<file path="config.mk">
export PLATFORM = sky130hd
export DESIGN_NAME = nv_nvdla_mcif_csb_logic_flat
export DESIGN_NICKNAME = d
export VERILOG_FILES = /design/src/rtl/nv_nvdla_mcif_csb_logic_if.sv /design/src/rtl/nv_nvdla_mcif_csb_logic.sv /design/src/flat_wrapper.sv
export SDC_FILE = /design/constraint.sdc
export NUM_CORES = 1
export LEC_CHECK = 0
export CAP_MARGIN = 20
export CORE_MARGIN = 3
export CORE_UTILIZATION = 40
export DETAILED_ROUTE_END_ITERATION = 12
export PLACE_DENSITY = 0.92
export SYNTH_ARGS = -nofsm -noshare
export SYNTH_HDL_FRONTEND = slang
export SYNTH_SLANG_ARGS = --single-unit
</file>
<file path="constraint.sdc">
create_clock -name nvdla_core_clk -period 1.5 [get_ports nvdla_core_clk]
set_clock_uncertainty 0.05 [all_clocks]
set_input_delay 0.225 -clock nvdla_core_clk [delete_from_list [all_inputs] [get_ports nvdla_core_clk]]
set_output_delay 0.225 -clock nvdla_core_clk [all_outputs]
set_load 0.01 [all_outputs]
</file>
<file path="src/rtl/nv_nvdla_mcif_csb_logic_if.sv">
// nv_nvdla_mcif_csb_logic_if: CSB request/response channel between the routing tree and the MCIF CSB logic
interface nv_nvdla_mcif_csb_logic_if #(
  parameter int REQ_PD_W  = 63,
  parameter int RESP_PD_W = 34
);
  logic                 csb2mcif_req_pvld;
  logic                 csb2mcif_req_prdy;
  logic [REQ_PD_W-1:0]  csb2mcif_req_pd;
  logic                 mcif2csb_resp_valid;
  logic [RESP_PD_W-1:0] mcif2csb_resp_pd;
  modport master (
    output csb2mcif_req_pvld, csb2mcif_req_pd,
    input  csb2mcif_req_prdy, mcif2csb_resp_valid, mcif2csb_resp_pd
  );
  modport slave (
    input  csb2mcif_req_pvld, csb2mcif_req_pd,
    output csb2mcif_req_prdy, mcif2csb_resp_valid, mcif2csb_resp_pd
  );
endinterface

</file>
<file path="src/rtl/nv_nvdla_mcif_csb_logic.sv">
// nv_nvdla_mcif_csb_logic: turns CSB requests into single-cycle register accesses and packs CSB responses
module nv_nvdla_mcif_csb_logic #(
  parameter logic [11:0] MAX_OFFSET = 12'h01c,
  parameter int          REQ_PD_W   = 63,
  parameter int          RESP_PD_W  = 34
) (
  input  logic                      nvdla_core_clk,
  input  logic                      nvdla_core_rstn,
  nv_nvdla_mcif_csb_logic_if.slave  csb,
  output logic [11:0]               reg_offset,
  output logic [31:0]               reg_wr_data,
  output logic                      reg_wr_en,
  input  logic [31:0]               reg_rd_data
);
  logic [REQ_PD_W-1:0]  pd;
  logic [RESP_PD_W-1:0] resp_pd;
  logic [11:0]          offset;
  logic                 accept, wr, np, range_err, be_err, resp_fire, unused_bits;
  logic                 req_prdy, resp_valid;
  logic                 s1_vld, s1_wr, s1_np, s1_range_err, s1_be_err;
  assign pd          = csb.csb2mcif_req_pd;
  assign accept      = csb.csb2mcif_req_pvld & req_prdy;
  assign offset      = {pd[9:0], 2'b00};
  assign wr          = pd[54];
  assign np          = pd[55];
  assign range_err   = offset > MAX_OFFSET;
  assign be_err      = wr & (pd[60:57] != 4'hf);
  // Upper address bits are routed upstream; srcpriv and level carry no meaning here.
  assign unused_bits = ^{pd[62:61], pd[56], pd[21:10]};
  assign reg_wr_en   = s1_vld & s1_wr & ~s1_range_err & ~s1_be_err;
  assign resp_fire   = s1_vld & (~s1_wr | s1_np);
  assign csb.csb2mcif_req_prdy   = req_prdy;
  assign csb.mcif2csb_resp_valid = resp_valid;
  assign csb.mcif2csb_resp_pd    = resp_pd;
  always_ff @(posedge nvdla_core_clk or negedge nvdla_core_rstn) begin
    if (!nvdla_core_rstn) begin
      req_prdy     <= 1'b0;
      s1_vld       <= 1'b0;
      s1_wr        <= 1'b0;
      s1_np        <= 1'b0;
      s1_range_err <= 1'b0;
      s1_be_err    <= 1'b0;
    end else begin
      req_prdy <= 1'b1;
      s1_vld   <= accept;
      if (accept) begin
        s1_wr        <= wr;
        s1_np        <= np;
        s1_range_err <= range_err;
        s1_be_err    <= be_err;
      end
    end
  end
  // Offset and write data only move when a request lands, so idle cycles keep the bus quiet.
  always_ff @(posedge nvdla_core_clk or negedge nvdla_core_rstn) begin
    if (!nvdla_core_rstn) begin
      reg_offset  <= 12'h000;
      reg_wr_data <= 32'h0;
    end else if (accept) begin
      reg_offset  <= offset;
      if (wr) reg_wr_data <= pd[53:22];
    end
  end
  always_ff @(posedge nvdla_core_clk or negedge nvdla_core_rstn) begin
    if (!nvdla_core_rstn) begin
      resp_valid <= 1'b0;
      resp_pd    <= '0;
    end else begin
      resp_valid <= resp_fire;
      if (resp_fire)
        resp_pd <= s1_wr ? {1'b1, s1_range_err | s1_be_err, 32'h0}
                         : {1'b0, s1_range_err, s1_range_err ? 32'h0 : reg_rd_data};
    end
  end
endmodule
</file>
<file path="src/flat_wrapper.sv">
// flat-port wrapper written by rule: the top's interface ports become plain ports
module nv_nvdla_mcif_csb_logic_flat 
#(
  parameter logic [11:0] MAX_OFFSET = 12'h01c,
  parameter int          REQ_PD_W   = 63,
  parameter int          RESP_PD_W  = 34
)
  (nvdla_core_clk, nvdla_core_rstn, reg_offset, reg_wr_data, reg_wr_en, reg_rd_data, csb_csb2mcif_req_pvld, csb_csb2mcif_req_pd, csb_csb2mcif_req_prdy, csb_mcif2csb_resp_valid, csb_mcif2csb_resp_pd);
  nv_nvdla_mcif_csb_logic_if #(.REQ_PD_W(REQ_PD_W), .RESP_PD_W(RESP_PD_W)) csb_i ();
  input  logic nvdla_core_clk;
  input  logic nvdla_core_rstn;
  output logic [11:0] reg_offset;
  output logic [31:0] reg_wr_data;
  output logic reg_wr_en;
  input  logic [31:0] reg_rd_data;
  input wire logic [$bits(csb_i.csb2mcif_req_pvld)-1:0] csb_csb2mcif_req_pvld;
  input wire logic [$bits(csb_i.csb2mcif_req_pd)-1:0] csb_csb2mcif_req_pd;
  output wire logic [$bits(csb_i.csb2mcif_req_prdy)-1:0] csb_csb2mcif_req_prdy;
  output wire logic [$bits(csb_i.mcif2csb_resp_valid)-1:0] csb_mcif2csb_resp_valid;
  output wire logic [$bits(csb_i.mcif2csb_resp_pd)-1:0] csb_mcif2csb_resp_pd;
  assign csb_i.csb2mcif_req_pvld = csb_csb2mcif_req_pvld;
  assign csb_i.csb2mcif_req_pd = csb_csb2mcif_req_pd;
  assign csb_csb2mcif_req_prdy = csb_i.csb2mcif_req_prdy;
  assign csb_mcif2csb_resp_valid = csb_i.mcif2csb_resp_valid;
  assign csb_mcif2csb_resp_pd = csb_i.mcif2csb_resp_pd;
  nv_nvdla_mcif_csb_logic #(.MAX_OFFSET(MAX_OFFSET), .REQ_PD_W(REQ_PD_W), .RESP_PD_W(RESP_PD_W)) u_core (.nvdla_core_clk(nvdla_core_clk), .nvdla_core_rstn(nvdla_core_rstn), .csb(csb_i), .reg_offset(reg_offset), .reg_wr_data(reg_wr_data), .reg_wr_en(reg_wr_en), .reg_rd_data(reg_rd_data));
endmodule
</file>
Word-level counts from Yosys, hierarchy flattened
Index checks and enable logic that the tools add are counted.

Register bits after elaboration: 83. Logic and storage cells: 26. Input port bits: 98.

Equality and inequality tests: 1. Reductions and logical operators: 1. Magnitude comparators: 1. Bitwise gates (word level): 11. Multiplexer cells: 2.

Operator list (number): 2-to-1 mux 34 bit (1); 2-to-1 mux 32 bit (1); > comparator 12 x 5 -> 1 bit (second input constant) (1); AND 1 bit (6); != test 4 bit (second input constant) (1); inverter 1 bit (3); bitwise OR 1 bit (2); AND reduction 2 bit (1).

Depth between registers and ports, before layout
Gate-level depths: netlist (run 1).

Depth after elaboration: 3. Mapped depth: 5. Mapped depth without buffers: 4.

Least setup slack after synthesis (run 1)
OpenSTA, ideal clock, no wires.

Path type: flip-flop to flip-flop. Start point: reg u_core.req_prdy, in the netlist u_core.csb.csb2mcif_req_prdy. End point: reg u_core.reg_wr_data[10]. Period minus slack after synthesis: 1382 ps. Stages on the path, launching flop included: 6. Path buffers: 1. Path slack: 118 ps. Required time: 1325 ps. Data arrival time: 1207 ps. Cell sequence: dfrtp_1 > nand2_1 > clkinv_2 > nand2_4 > buf_6 > mux2_2.

Longest elaborated chain between the ends: 2.

RTL lines: start, declared (RTL line nv_nvdla_mcif_csb_logic.sv:19) `logic req_prdy, resp_valid;`; start signal, assigned (RTL line nv_nvdla_mcif_csb_logic.sv:37) `req_prdy <= 1'b0;`; start signal, assigned (RTL line nv_nvdla_mcif_csb_logic.sv:44) `req_prdy <= 1'b1;`; AND 1 bit (RTL line nv_nvdla_mcif_csb_logic.sv:22) `assign accept = csb.csb2mcif_req_pvld & req_prdy;`; named net u_core.accept (RTL line nv_nvdla_mcif_csb_logic.sv:18) `logic accept, wr, np, range_err, be_err, resp_fire, unused_bits;`; AND reduction 2 bit (no source line); end signal, assigned (RTL line nv_nvdla_mcif_csb_logic.sv:61) `if (wr) reg_wr_data <= pd[53:22];`; end, declared (RTL line nv_nvdla_mcif_csb_logic.sv:11) `output logic [31:0] reg_wr_data,`.

The timed path passes the listed nets, and every way through them passes these cells. A chain may end at the register's enable or synchronous reset.

Worst setup path in the final report (run 1)
Start point: reg u_core.s1_vld. End point: reg u_core.resp_pd[17], in the netlist u_core.csb.mcif2csb_resp_pd[17].

Longest elaborated chain between the ends: 1.

RTL lines: start, declared (RTL line nv_nvdla_mcif_csb_logic.sv:20) `logic s1_vld, s1_wr, s1_np, s1_range_err, s1_be_err;`; start signal, assigned (RTL line nv_nvdla_mcif_csb_logic.sv:45) `s1_vld <= accept;`; AND 1 bit (RTL line nv_nvdla_mcif_csb_logic.sv:31) `assign resp_fire = s1_vld & (~s1_wr | s1_np);`; end signal, assigned (RTL line nv_nvdla_mcif_csb_logic.sv:71) `resp_pd <= s1_wr ? {1'b1, s1_range_err | s1_be_err, 32'h0}`; end, declared (RTL line nv_nvdla_mcif_csb_logic.sv:16) `logic [RESP_PD_W-1:0] resp_pd;`.

Every way passes these cells.

==> results of run 1 <==
## placed cells by master, fill, tap and decap left out, drive strengths merged
cell / Yosys / layout
mux2i: 1 / 1
and4bb: 20 / 20
dfrtp: 83 / 83
bufinv: 0 / 1
clkbuf: 6 / 10
buf: 12 / 14
dlygate4sd2: 0 / 78
nor3: 2 / 2
a21oi: 1 / 1
nor4bb: 12 / 12
nand2: 5 / 5
conb: 2 / 3
clkdlybuf4s50: 0 / 81
clkinv: 1 / 6
inv: 3 / 3
mux2: 44 / 44
nand3: 1 / 1
dlygate4sd3: 0 / 1
nand4: 1 / 1
a31oi: 1 / 1
nor2: 1 / 1
nor4: 1 / 1
a21o: 32 / 32
o21ai: 2 / 2
## final cells by class
| type | count | area (µm²) | share of cell area (%) |
|---|---|---|---|
| clock buffer | 10 | 128 | 2.41 |
| inverter | 4 | 16.3 | 0.307 |
| sequential | 83 | 2080 | 39.2 |
| clock inverter | 6 | 66.3 | 1.25 |
| multi-input combinational | 127 | 1220 | 23.0 |
| tap | 105 | 131 | 2.48 |
| timing repair buffer | 174 | 1660 | 31.3 |
## metal layers
layer	wire length (µm)	up-vias	part of all wire [%]	GRT usage (%)
li1	-	1171	-	-
met1	3330	1238	39	21.2
met2	4470	105	52	32.0
met3	680	8	7.9	5.45
met4	85	0	0.99	5.88
met5	0	-	0	0
## how the worst max path moves through the flow
stage                                 startpoint  cells past startpoint                         endpoint  slack [ps]
CTS                             u_core.s1_be_err                      2                        reg_wr_en          10
floorplan           u_core.csb.csb2mcif_req_prdy                      5           u_core.reg_wr_data[10]         120
finish                             u_core.s1_vld                      4  u_core.csb.mcif2csb_resp_pd[17]         130
global route                       u_core.s1_vld                      4  u_core.csb.mcif2csb_resp_pd[20]          20
detailed placement         csb_csb2mcif_req_pvld                      6           u_core.reg_wr_data[10]        -100
global placement           csb_csb2mcif_req_pvld                      6            u_core.reg_wr_data[0]         -80
## state kept, by name, indices dropped and copies added, names as in the netlist
register / cells
u_core.s1_range_err: 1
u_core.s1_np: 1
u_core.csb.mcif2csb_resp_valid: 1
u_core.s1_be_err: 1
u_core.s1_wr: 1
u_core.csb.csb2mcif_req_prdy: 1
u_core.s1_vld: 1
u_core.reg_wr_data: 32
u_core.csb.mcif2csb_resp_pd: 34
u_core.reg_offset: 10
## kinds of logic (layout without fill, tap and decap cells)
kind of cell,after synthesis,count (layout),share of synthesized area [%]
DFF,83,83,60.5
muxes,45,45,14.7
and+or+nand+nor,43,43,12.5
AOI/OAI and AO/OA,36,36,7.95
buffers and inverters,22,194,4.12
other,2,3,0.219
## power groups by stage
stage	clock network, mW	logic, mW	registers, mW
finish	1.58	1.07	2.58
detailed placement	0	1.25	2.64
floorplan	0	0.325	2.74
CTS	1.63	1.10	2.59
global route	1.71	1.16	2.62
global placement	0	1.22	2.62
## stage by stage
stage / hold slack [ps] / power [mW] / setup TNS (ps)
finish: 388 / 5.23 / 0
CTS: 397 / 5.31 / 0
global placement: 236 / 3.84 / -2300
detailed placement: 247 / 3.88 / -2450
global route: 406 / 5.48 / 0
floorplan: -121 / 3.06 / 0
## worst register-to-register path: stages, from the launching register on
cell and delay, ps:
dfrtp_1 350, buf_4 290, o21ai_4 130, buf_4 230, a21o_1 200
## what timing repair did
item	CTS	global route
hold endpoints to repair	83	0
pin swaps	0	0
hold buffers	1	0
gates resized for setup	82	1
setup endpoints to repair	79	1
==> metrics.cfg, run 1 <==
[setup_path]
crit_arrival_ps = 1550
reg2reg_setup_slack_ps = 130
worstRegToRegCells = 4
cp.required_ps = 1680
cp_cell_sequence = buf_4 -> o21ai_4 -> buf_4 -> a21o_1
r2r-end = u_core.csb.mcif2csb_resp_pd[17]
cp_top_family = buffers and inverters
reg2reg_from = u_core.s1_vld
cp-start-kind = flip-flop
cp_max_fo = 33
slowest_stage = dfrtp_1
crit_path_max_incr_delay_ps = 350
cp_num_buf_inv = 2
cp_common_cell = buf_4
path_class = reg2reg
end_kind = flip-flop

[logic_synthesis]
syn_avg_cell_area_um2 = 14.9
synthCells = 231
synth.most_common_cell = dfrtp_1
synth_common_cells = 83 x dfrtp_1, 38 x mux2_2, 32 x a21o_1, 20 x and4bb_2, 12 x nor4bb_1
synth-seq-cells = 83
yosys_warnings = 0
synthArstFlopShare_pct = 100
synth_edf_count = 0
synth_top_area_share_pct = 60.5
ys.flop_type = dfrtp_1
synth_area_leaders = dfrtp_1 61%, mux2_2 12%, and4bb_2 7.3%
synthDistinctLibCells = 26
synth_top_area_cell = dfrtp_1
seq_area_frac_synth_pct = 60.5
syn-cell-area_mm2 = 0.00343

[sta]
report.final.slew_viol_count = 0
finalCriticalPeriod_ps = 1370
fmax_ghz = 0.730
setup_slack_ps = 130
setup_viol_count_final = 0
rsz0062_at_grt = no
hold_viol = 0
min_period_over_period_pct = 91.4

[route]
drc = 0
drtIter0Drc = 57
routed_wl_um = 8570
routed-via-count = 2522
drt_first_pass_iters = 5
vias_per_cell = 4.95
wire_per_inst_um = 16.8
antenna_left = 0

[power]
switching_power_mw = 1.36
power_leakage_nw = 2.80
power_frac_seq_pct = 49.4
ir_drop_mv = 0.653
p_per_area_mw_per_mm2 = 989
p_int_mw = 3.87
switching_share_pct = 26.1
power_frac_clock_pct = 30.1
pwr-share-comb_pct = 20.5

[grt]
grt_pass1_wl_um = 14100
track_usage_pct = 18.1
grt_start_max_net_pins = 84
antenna_found_initial = 0
gr-total-overflow = 0
grt_pass1_vias = 2814

[clock_network]
cts_setup_buffers = 0
cts_buffers = 9
cts_sinks = 83
clockBufferDepth = 2
clk_latency_ps = 340
path_clk_slew_ps = 80
htreeDepth = 3
cts_root_buf = clkbuf_8
tritoncts = done

[placement]
post-place-cells = 492
hpwl_um = 6180
place_ws_ps = -97.7
portBuffers = 161
placed_area_mm2 = 0.00519
routabilityCongestion = 0.778

[floorplan]
num_rows = 33
dieHeight_um = 98.6
initial_utilization_pct = 41.6
die-area_mm2 = 0.00973
io_pins = 179
die_w_um = 98.6
design.core.area_mm2 = 0.00826

[layout]
area_delta_synth_final_pct = 54.2
antenna_cells = 0
final_cell_area_mm2 = 0.00529
layout.nets = 497
drive_gt1_share_pct = 22.5
fillers = 677
postLayoutCoreUtil_pct = 64.1
final_cells = 509

[worst_hold_path]
holdCritPathClass = in2async

[job]
cap_violations = 0

[outcome]
status = complete, no violations

No activity file was read; power rests on OpenSTA's default activity.
==> run 2: changes to the inputs <==
CTS_CLUSTER_SIZE = 12   (was unset)
==> results of run 2 <==
No change in the layout: final DEF, timing and power equal those of run 1.
